[config.mk]
export PLATFORM = sky130hd
export DESIGN_NAME = hazard_sequencer
export DESIGN_NICKNAME = d
export VERILOG_FILES = /design/src/rtl/hazard_sequencer.sv
export SDC_FILE = /design/constraint.sdc
export NUM_CORES = 1
export LEC_CHECK = 0
export BUFFER_PORTS_ARGS = -buffer_cell sky130_fd_sc_hd__buf_2
export CAP_MARGIN = 20
export CORE_ASPECT_RATIO = 0.9
export CORE_MARGIN = 10
export CORE_UTILIZATION = 30
export CTS_CLUSTER_DIAMETER = 40
export DETAILED_ROUTE_END_ITERATION = 8
export SKIP_CTS_REPAIR_TIMING = 1
export SLEW_MARGIN = 20
export SYNTH_ARGS = -nofsm -noshare
export SYNTH_HDL_FRONTEND = slang
export SYNTH_SLANG_ARGS = --single-unit
export TNS_END_PERCENT = 1
[constraint.sdc]
create_clock -name clk -period 2.66 [get_ports clk]
set_input_delay 0.399 -clock clk [delete_from_list [all_inputs] [get_ports clk]]
set_output_delay 0.399 -clock clk [all_outputs]
set_load 0.02 [all_outputs]
[src/rtl/hazard_sequencer.sv]
// ID-stage hazard sequencer: load-use stalls, branch/jump flush windows and
// memory-wait holds, encoded as hazType for the pipeline register controller.
module hazard_sequencer #(
  parameter int WAIT_LIMIT   = 16,
  parameter int FLUSH_CYCLES = 1,
  parameter int CNT_W        = 16
) (
  input  logic             clk,
  input  logic             rstn,
  input  logic             ex_memRead,
  input  logic [4:0]       ex_rt,
  input  logic [4:0]       id_rs,
  input  logic [4:0]       id_rt,
  input  logic             id_usesRt,
  input  logic             branch_taken,
  input  logic             jump,
  input  logic             mem_req,
  input  logic             mem_ready,
  output logic [1:0]       hazType,
  output logic             mem_timeout,
  output logic             busy,
  output logic [CNT_W-1:0] stall_cnt,
  output logic [CNT_W-1:0] flush_cnt
);

  localparam int WCW = $clog2(WAIT_LIMIT + 1);
  localparam int FCW = (FLUSH_CYCLES > 1) ? $clog2(FLUSH_CYCLES) : 1;
  localparam logic [WCW-1:0] WLIM  = WCW'(WAIT_LIMIT);
  localparam logic [FCW-1:0] FINIT = FCW'(FLUSH_CYCLES - 1);

  typedef enum logic [1:0] {RUN, MEMWAIT, FLUSH} state_t;

  state_t         state, state_n;
  logic [WCW-1:0] wcnt, wcnt_n;
  logic [FCW-1:0] fcnt, fcnt_n;
  logic [1:0]     haz;
  logic           timeout_set;
  logic           loaduse, memwait, redirect;

  assign loaduse  = ex_memRead && (ex_rt != 5'd0) &&
                    ((ex_rt == id_rs) || (id_usesRt && (ex_rt == id_rt)));
  assign memwait  = mem_req && !mem_ready;
  assign redirect = branch_taken || jump;

  always_ff @(posedge clk) begin
    if (!rstn) begin
      state       <= RUN;
      wcnt        <= '0;
      fcnt        <= '0;
      stall_cnt   <= '0;
      flush_cnt   <= '0;
      mem_timeout <= 1'b0;
    end else begin
      state <= state_n;
      wcnt  <= wcnt_n;
      fcnt  <= fcnt_n;
      if (timeout_set)
        mem_timeout <= 1'b1;
      // haz[0] marks both stall codes (01 and 11); counters saturate
      if (haz[0] && (stall_cnt != '1))
        stall_cnt <= stall_cnt + 1'b1;
      if ((haz == 2'b10) && (flush_cnt != '1))
        flush_cnt <= flush_cnt + 1'b1;
    end
  end

  always_comb begin
    state_n     = state;
    wcnt_n      = wcnt;
    fcnt_n      = fcnt;
    haz         = 2'b00;
    timeout_set = 1'b0;
    unique case (state)
      RUN: begin
        if (memwait) begin
          haz     = 2'b11;
          state_n = MEMWAIT;
          wcnt_n  = WCW'(1);
        end else if (loaduse) begin
          haz = 2'b01;
        end else if (redirect) begin
          haz = 2'b10;
          if (FLUSH_CYCLES > 1) begin
            state_n = FLUSH;
            fcnt_n  = FINIT;
          end
        end
      end
      MEMWAIT: begin
        // On completion the cycle behaves like RUN without the memory term
        if (mem_ready) begin
          state_n = RUN;
          if (loaduse) begin
            haz = 2'b01;
          end else if (redirect) begin
            haz = 2'b10;
            if (FLUSH_CYCLES > 1) begin
              state_n = FLUSH;
              fcnt_n  = FINIT;
            end
          end
        end else if (wcnt < WLIM) begin
          haz    = 2'b11;
          wcnt_n = wcnt + 1'b1;
        end else begin
          timeout_set = 1'b1;
          state_n     = RUN;
        end
      end
      FLUSH: begin
        if (memwait) begin
          haz = 2'b11;
        end else begin
          haz    = 2'b10;
          fcnt_n = fcnt - 1'b1;
          if (fcnt == FCW'(1))
            state_n = RUN;
        end
      end
      default: state_n = RUN;
    endcase
  end

  assign hazType = rstn ? haz : 2'b00;
  assign busy    = rstn && (state != RUN);

endmodule

# --- Word level (Yosys, flattened, before mapping) ---
# Cells that the tools add are included.
op_classes:
  add_sub_neg: 4
  n_lt_le_gt_ge: 1
  eq_ne: 13
  muxes: 21
  bitwise: 1
  n_reduce_logical: 17
op_table:
  columns: ["operator", "n"]
  rows:
  - ["adder 16 x 1 -> 16 bit, second input constant", 2]
  - ["!= test 16 bit, second input constant", 2]
  - ["two-way mux 2 bit", 11]
  - ["two-way mux 5 bit", 3]
  - ["case mux 2 bit (3 select lines)", 2]
  - ["== test 5 bit", 2]
  - ["!= test 2 bit, second input constant", 5]
  - ["case mux 5 bit (2 select lines)", 1]
  - ["AND reduction 4 bit", 2]
  - ["logical AND 1 bit", 7]
  - ["adder 5 x 1 -> 5 bit, second input constant", 1]
  - ["< comparator 5 bit, second input constant", 1]
  - ["nonzero test 5 bit", 1]
  - ["== test 2 bit, second input constant", 2]
  - ["two-way mux 1 bit", 4]
  - ["nonzero test 2 bit", 2]
  - ["!= test 3 bit, second input constant", 1]
  - ["== test 2 x 1 -> 1 bit, second input constant", 1]
  - ["logical NOT 2 bit", 1]
  - ["logical OR 1 bit", 2]
  - ["AND reduction 2 bit", 1]
  - ["logical NOT 1 bit", 1]
  - ["inverter 1 bit", 1]
  - ["subtractor 1 bit, second input constant", 1]
totals:
  register_bits: 41
  in_bits: 23
  out_inout_bits: 36

# --- Depth between registers and ports, before layout ---
depth:
  word_depth: 9
  mapped_depth: 9
  ltp_nobuf: 7

# --- Worst setup path after synthesis ---
# OpenSTA, ideal clock, no wires.
synth_timing:
  path_type: "reg-to-reg"
  startpoint: "register stall_cnt[0]"
  endpoint: "register stall_cnt[0]"
  setup_ns: 0.070
  t_arrival_ns: 2.143
  required_ns: 2.590
  setup_slack_ns: 0.447
  path_stages_with_launch: 10
  n_path_buf: 2
  path_cell_list: "dfxtp_1 > ha_1 > nand3_1 > nor2_1 > nand2_1 > nor3_1 > buf_2 > buf_2 > o21ai_0 > a21oi_1"
synth_via:
  elab_chain_cells: 2
  elab_cells_between_ends: 3
  cone_classes: "add/sub: 1; eq/ne: 1; reduce/logical: 1"
synth_rtl:
  columns: ["element", "line_no", "rtl"]
  rows:
  - ["start, declared", "22", "output logic [CNT_W-1:0] stall_cnt,"]
  - ["start signal, assigned", "61", "stall_cnt <= stall_cnt + 1'b1;"]
  - ["parallel branches: the longest is 2 deep, another holds adder 16 x 1 -> 16 bit", null, null]
# Parallel ways; which one is timed is not known.
# A chain may end at the register's enable or synchronous reset.

# --- Worst setup path in the final report ---
layout_timing:
  startpoint: "input port ex_rt[1]"
  endpoint: "output port hazType[0]"
layout_via:
  elab_chain_cells: 8
  elab_cells_between_ends: 12
  cone_classes: "eq/ne: 2; mux: 5; reduce/logical: 5"
layout_rtl:
  columns: ["element", "line_no", "rtl"]
  rows:
  - ["start, declared", "11", "input logic [4:0] ex_rt,"]
  - ["== test 5 bit", "41", "((ex_rt == id_rs) || (id_usesRt && (ex_rt == id_rt)));"]
  - ["logical AND 1 bit", "41", null]
  - ["logical OR 1 bit", "41", null]
  - ["logical AND 1 bit (*)", "40", "assign loaduse = ex_memRead && (ex_rt != 5'd0) &&"]
  - ["two-way mux 2 bit (*)", "93", "if (loaduse) begin"]
  - ["two-way mux 2 bit (on tied branches)", "91, 75", null]
  - ["case mux 2 bit (3 select lines) (*)", "73", "unique case (state)"]
  - ["two-way mux 2 bit (*)", "124", "assign hazType = rstn ? haz : 2'b00;"]
  - ["end, declared", "19", "output logic [1:0] hazType,"]
# Mark *: on every way between the ends. The rest lies on a longest branch, timed or not.

==> results.toml <==
[critical_path]
path_cells = "buf_2, or4_1, o21a_1, a31oi_2, nor2_1, buf_2"
r2r_end = "flush_cnt[12]"
reg2reg_from = "flush_cnt[0]"
ff2ff_setup_slack_ps = 350
critical-path-top-delay-family = "compound AO/OA/AOI/OAI gates"
r2r_cells = 6
worst-setup-path-type = "in -> out"
cpPeakStageDelay_ps = 510
cp_slowest_cell = "or4_1"
startpoint_type = "input port"
endpoint_kind = "output port"
worstPathArrival_ps = 1990
crit_top_cell = "buf_2"
critical_path.max_fanout = 10
critPathRequiredTime_ps = 2260
worst-path-buf-inv = 2
crit_start = "ex_rt[1]"

[pwr]
vdd_drop_max_uv = 221.7
cellPowerDensity_mw_per_mm2 = 477.9
p_leak_uw = 0.001035

[sta]
rsz0062_at_grt = "no"
setup_violations = 0
setup_tns_ps = 0
min_period_ps = 2393
finalWorstSetupSlack_ps = 267.3
relSlewSlack = 0.6319
timing.final.crit_share = 0.8995
slew_viol_final = 0
fmax_ghz = 0.4179
fin_skew_ps = 5.310
timing.final.hold_violations = 0
worst-slew-pin-transition_ps = 538.2

[synthesis]
ys.flop_type = "dfxtp_1"
synthMuxAreaShare = 0.03355
yosys_warnings = 0
synth.avg_cell_area_um2 = 8.254
synth_simple_gate_area_frac = 0.3002
yosysTopAreaCell = "dfxtp_1"
yosysUniqueCellTypes = 41
synthTopCellsByArea = "dfxtp_1 37%, or4_1 5.8%, nand2_1 5.2%, xnor2_1 5.0%, a21oi_1 4.8%"
netlist_instances = 253
async_flop_share = 0
synth-edff-count = 0
yosysSeqAreaShare = 0.3739
syn-num-nets = 279
synth_top_family_by_area = "simple AND/OR/NAND/NOR gates"
synth_xor_area_frac = 0.05872
yosysTopAreaCellShare = 0.3739
synth_area_mm2 = 0.002088
synth_compound_area_frac = 0.1786
ys_ff_latch = 39
synth-adder-area-share = 0.01797

[global_routing]
grt_first_pass_wirelength_um = 9177
grt_pass1_vias = 1941
grt-ovfl-total = 0
grtUsageTotal = 0.1014
antenna_found_initial = 0
grt_max_degree = 27

[final_layout]
n_fill_cell = 700
layoutNonFillerInstCount = 406
diodes = 0
syn2layout_area_growth_pct = 25.70
layout-drive-gt1-share = 0.2437
final_nets = 341

[cts]
cts_root_buf = "clkbuf_8"
clk_pin_slew_ps = 80
numCtsBuffers = 5
insertion_delay_ps = 280
clockBufferDepth = 2
htree_levels = 2
cts_tree = "done"
clkSinkCount = 39

[floorplan]
die_y_um = 99.15
die_area_mm2 = 0.01070
ios = 59
rows = 28
core_mm2 = 0.006656
die_w_um = 107.9
start_util = 0.3137

[placed_design]
place_ws_ps = 150.4
dp.cells = 398
dp_hpwl_um = 4312
io_buffers = 58
routabilityCongestion = 0.7526

[drt]
avgRoutedWirePerCell_um = 13.63
first_pass_iters = 4
remaining_drc_errors = 0
viasPerCell = 5.054
antenna_left = 0
finalWirelength_um = 5533
num_vias = 2052
drtIter0Drc = 55

[min_path]
hold_end = "mem_timeout"
min_path_cells = 2
worstHoldStart = "mem_timeout"
hp-class = "reg -> reg"

[outcome]
run_status = "complete, no violations"

[run]
cap_viol_max_count = 0
## worst reg2reg max path: stages (launching register included)
cell     delay (ps)
dfxtp_1         380
ha_1            290
and3_1          220
a41o_1          280
a211o_1         450
or4_1           470
a21oi_1         160
## worst max-delay path by stage
stage	to	slack, ps	depth (start not counted)
floorplan	stall_cnt[0]	450	9
global placement	flush_cnt[10]	210	6
detailed placement	flush_cnt[15]	150	6
CTS	hazType[0]	260	6
global route	hazType[0]	170	6
finish	hazType[0]	270	6
## cells in the final DEF, fill, tap and decap left out, types with 2 or more instances in the layout
| cell | count |
|---|---|
| a21o_1 | 2 |
| a21oi_1 | 20 |
| and2_1 | 2 |
| and3_1 | 4 |
| and4_1 | 4 |
| buf_2 | 58 |
| buf_4 | 8 |
| clkbuf_8 | 6 |
| dfxtp_1 | 39 |
| ha_1 | 3 |
| inv_1 | 6 |
| mux2i_1 | 7 |
| nand2_1 | 29 |
| nand2b_1 | 8 |
| nand3_1 | 18 |
| nand4_1 | 6 |
| nor2_1 | 19 |
| nor4_1 | 4 |
| o211ai_1 | 2 |
| o21a_1 | 3 |
| o21ai_0 | 3 |
| o22ai_1 | 2 |
| o311ai_0 | 2 |
| o31ai_1 | 13 |
| o41ai_1 | 2 |
| or3_1 | 2 |
| or4_1 | 16 |
| xnor2_1 | 12 |
| xor2_1 | 2 |
## report_power, final
group / total, uW / internal [uW] / switching, uW
Clock: 508 / 304 / 204
Combinational: 141 / 56.8 / 84.1
Sequential: 606 / 592 / 13.3
Total: 1250 / 953 / 302
## final cells by class
| type | count | area (um2) | share of cell area |
|---|---|---|---|
| Clock buffer | 6 | 82.58 | 0.03146 |
| Sequential cell | 39 | 780.7 | 0.2974 |
| Multi-Input combinational cell | 197 | 1241 | 0.4728 |
| Timing Repair Buffer | 66 | 350.3 | 0.1335 |
| Tap cell | 90 | 112.6 | 0.04290 |
| Inverter | 6 | 22.52 | 0.008580 |
| Clock inverter | 2 | 35.03 | 0.01335 |
## metal layers
metal / part of all wire / vias to the layer above / track usage
met5: 0 / - / 0
met4: 0.0040 / 0 / 0.02156
met3: 0.035 / 2 / 0.02839
met2: 0.46 / 23 / 0.1619
met1: 0.50 / 960 / 0.1323
li1: - / 1067 / -
## flip-flops by register name, indices dropped and copies added (netlist names)
name and count:
flush_cnt 16, mem_timeout 1, stall_cnt 16, state 1
wcnt 5
## cells in the mapped netlist (all sizes together), types with 2 or more instances
master	n
dfxtp	39
nand2	29
a21oi	20
nor2	19
nand3	18
or4	16
o31ai	13
xnor2	12
nand2b	8
mux2i	7
buf	6
inv	6
nand4	6
clkbuf	5
and3	4
and4	4
nor4	4
ha	3
o21a	3
o21ai	3
a21o	2
and2	2
o211ai	2
o22ai	2
o311ai	2
o41ai	2
or3	2
xor2	2
## kinds of logic after synthesis
| family | after synthesis |
|---|---|
| AO/OA/AOI/OAI | 56 |
| multiplexers | 7 |
| XOR/XNOR | 14 |
| flip-flops | 39 |
| buffers and inverters | 17 |
| adder cells (fa/ha/maj) | 3 |
| AND/OR/NAND/NOR | 117 |
## metrics by stage
step	hold slack [ps]	util	cell area, um2	power (uW)
4_1_cts	456.1	0.3944	2625	1275
6_report	457.0	0.3944	2625	1254
2_1_floorplan	452.3	-	2088	706.8
3_5_place_dp	444.2	0.3767	2507	761.3
3_3_place_gp	439.5	0.3767	2507	758.7
5_1_grt	487.7	0.3944	2625	1315
Power figures use the tool's default switching activity.
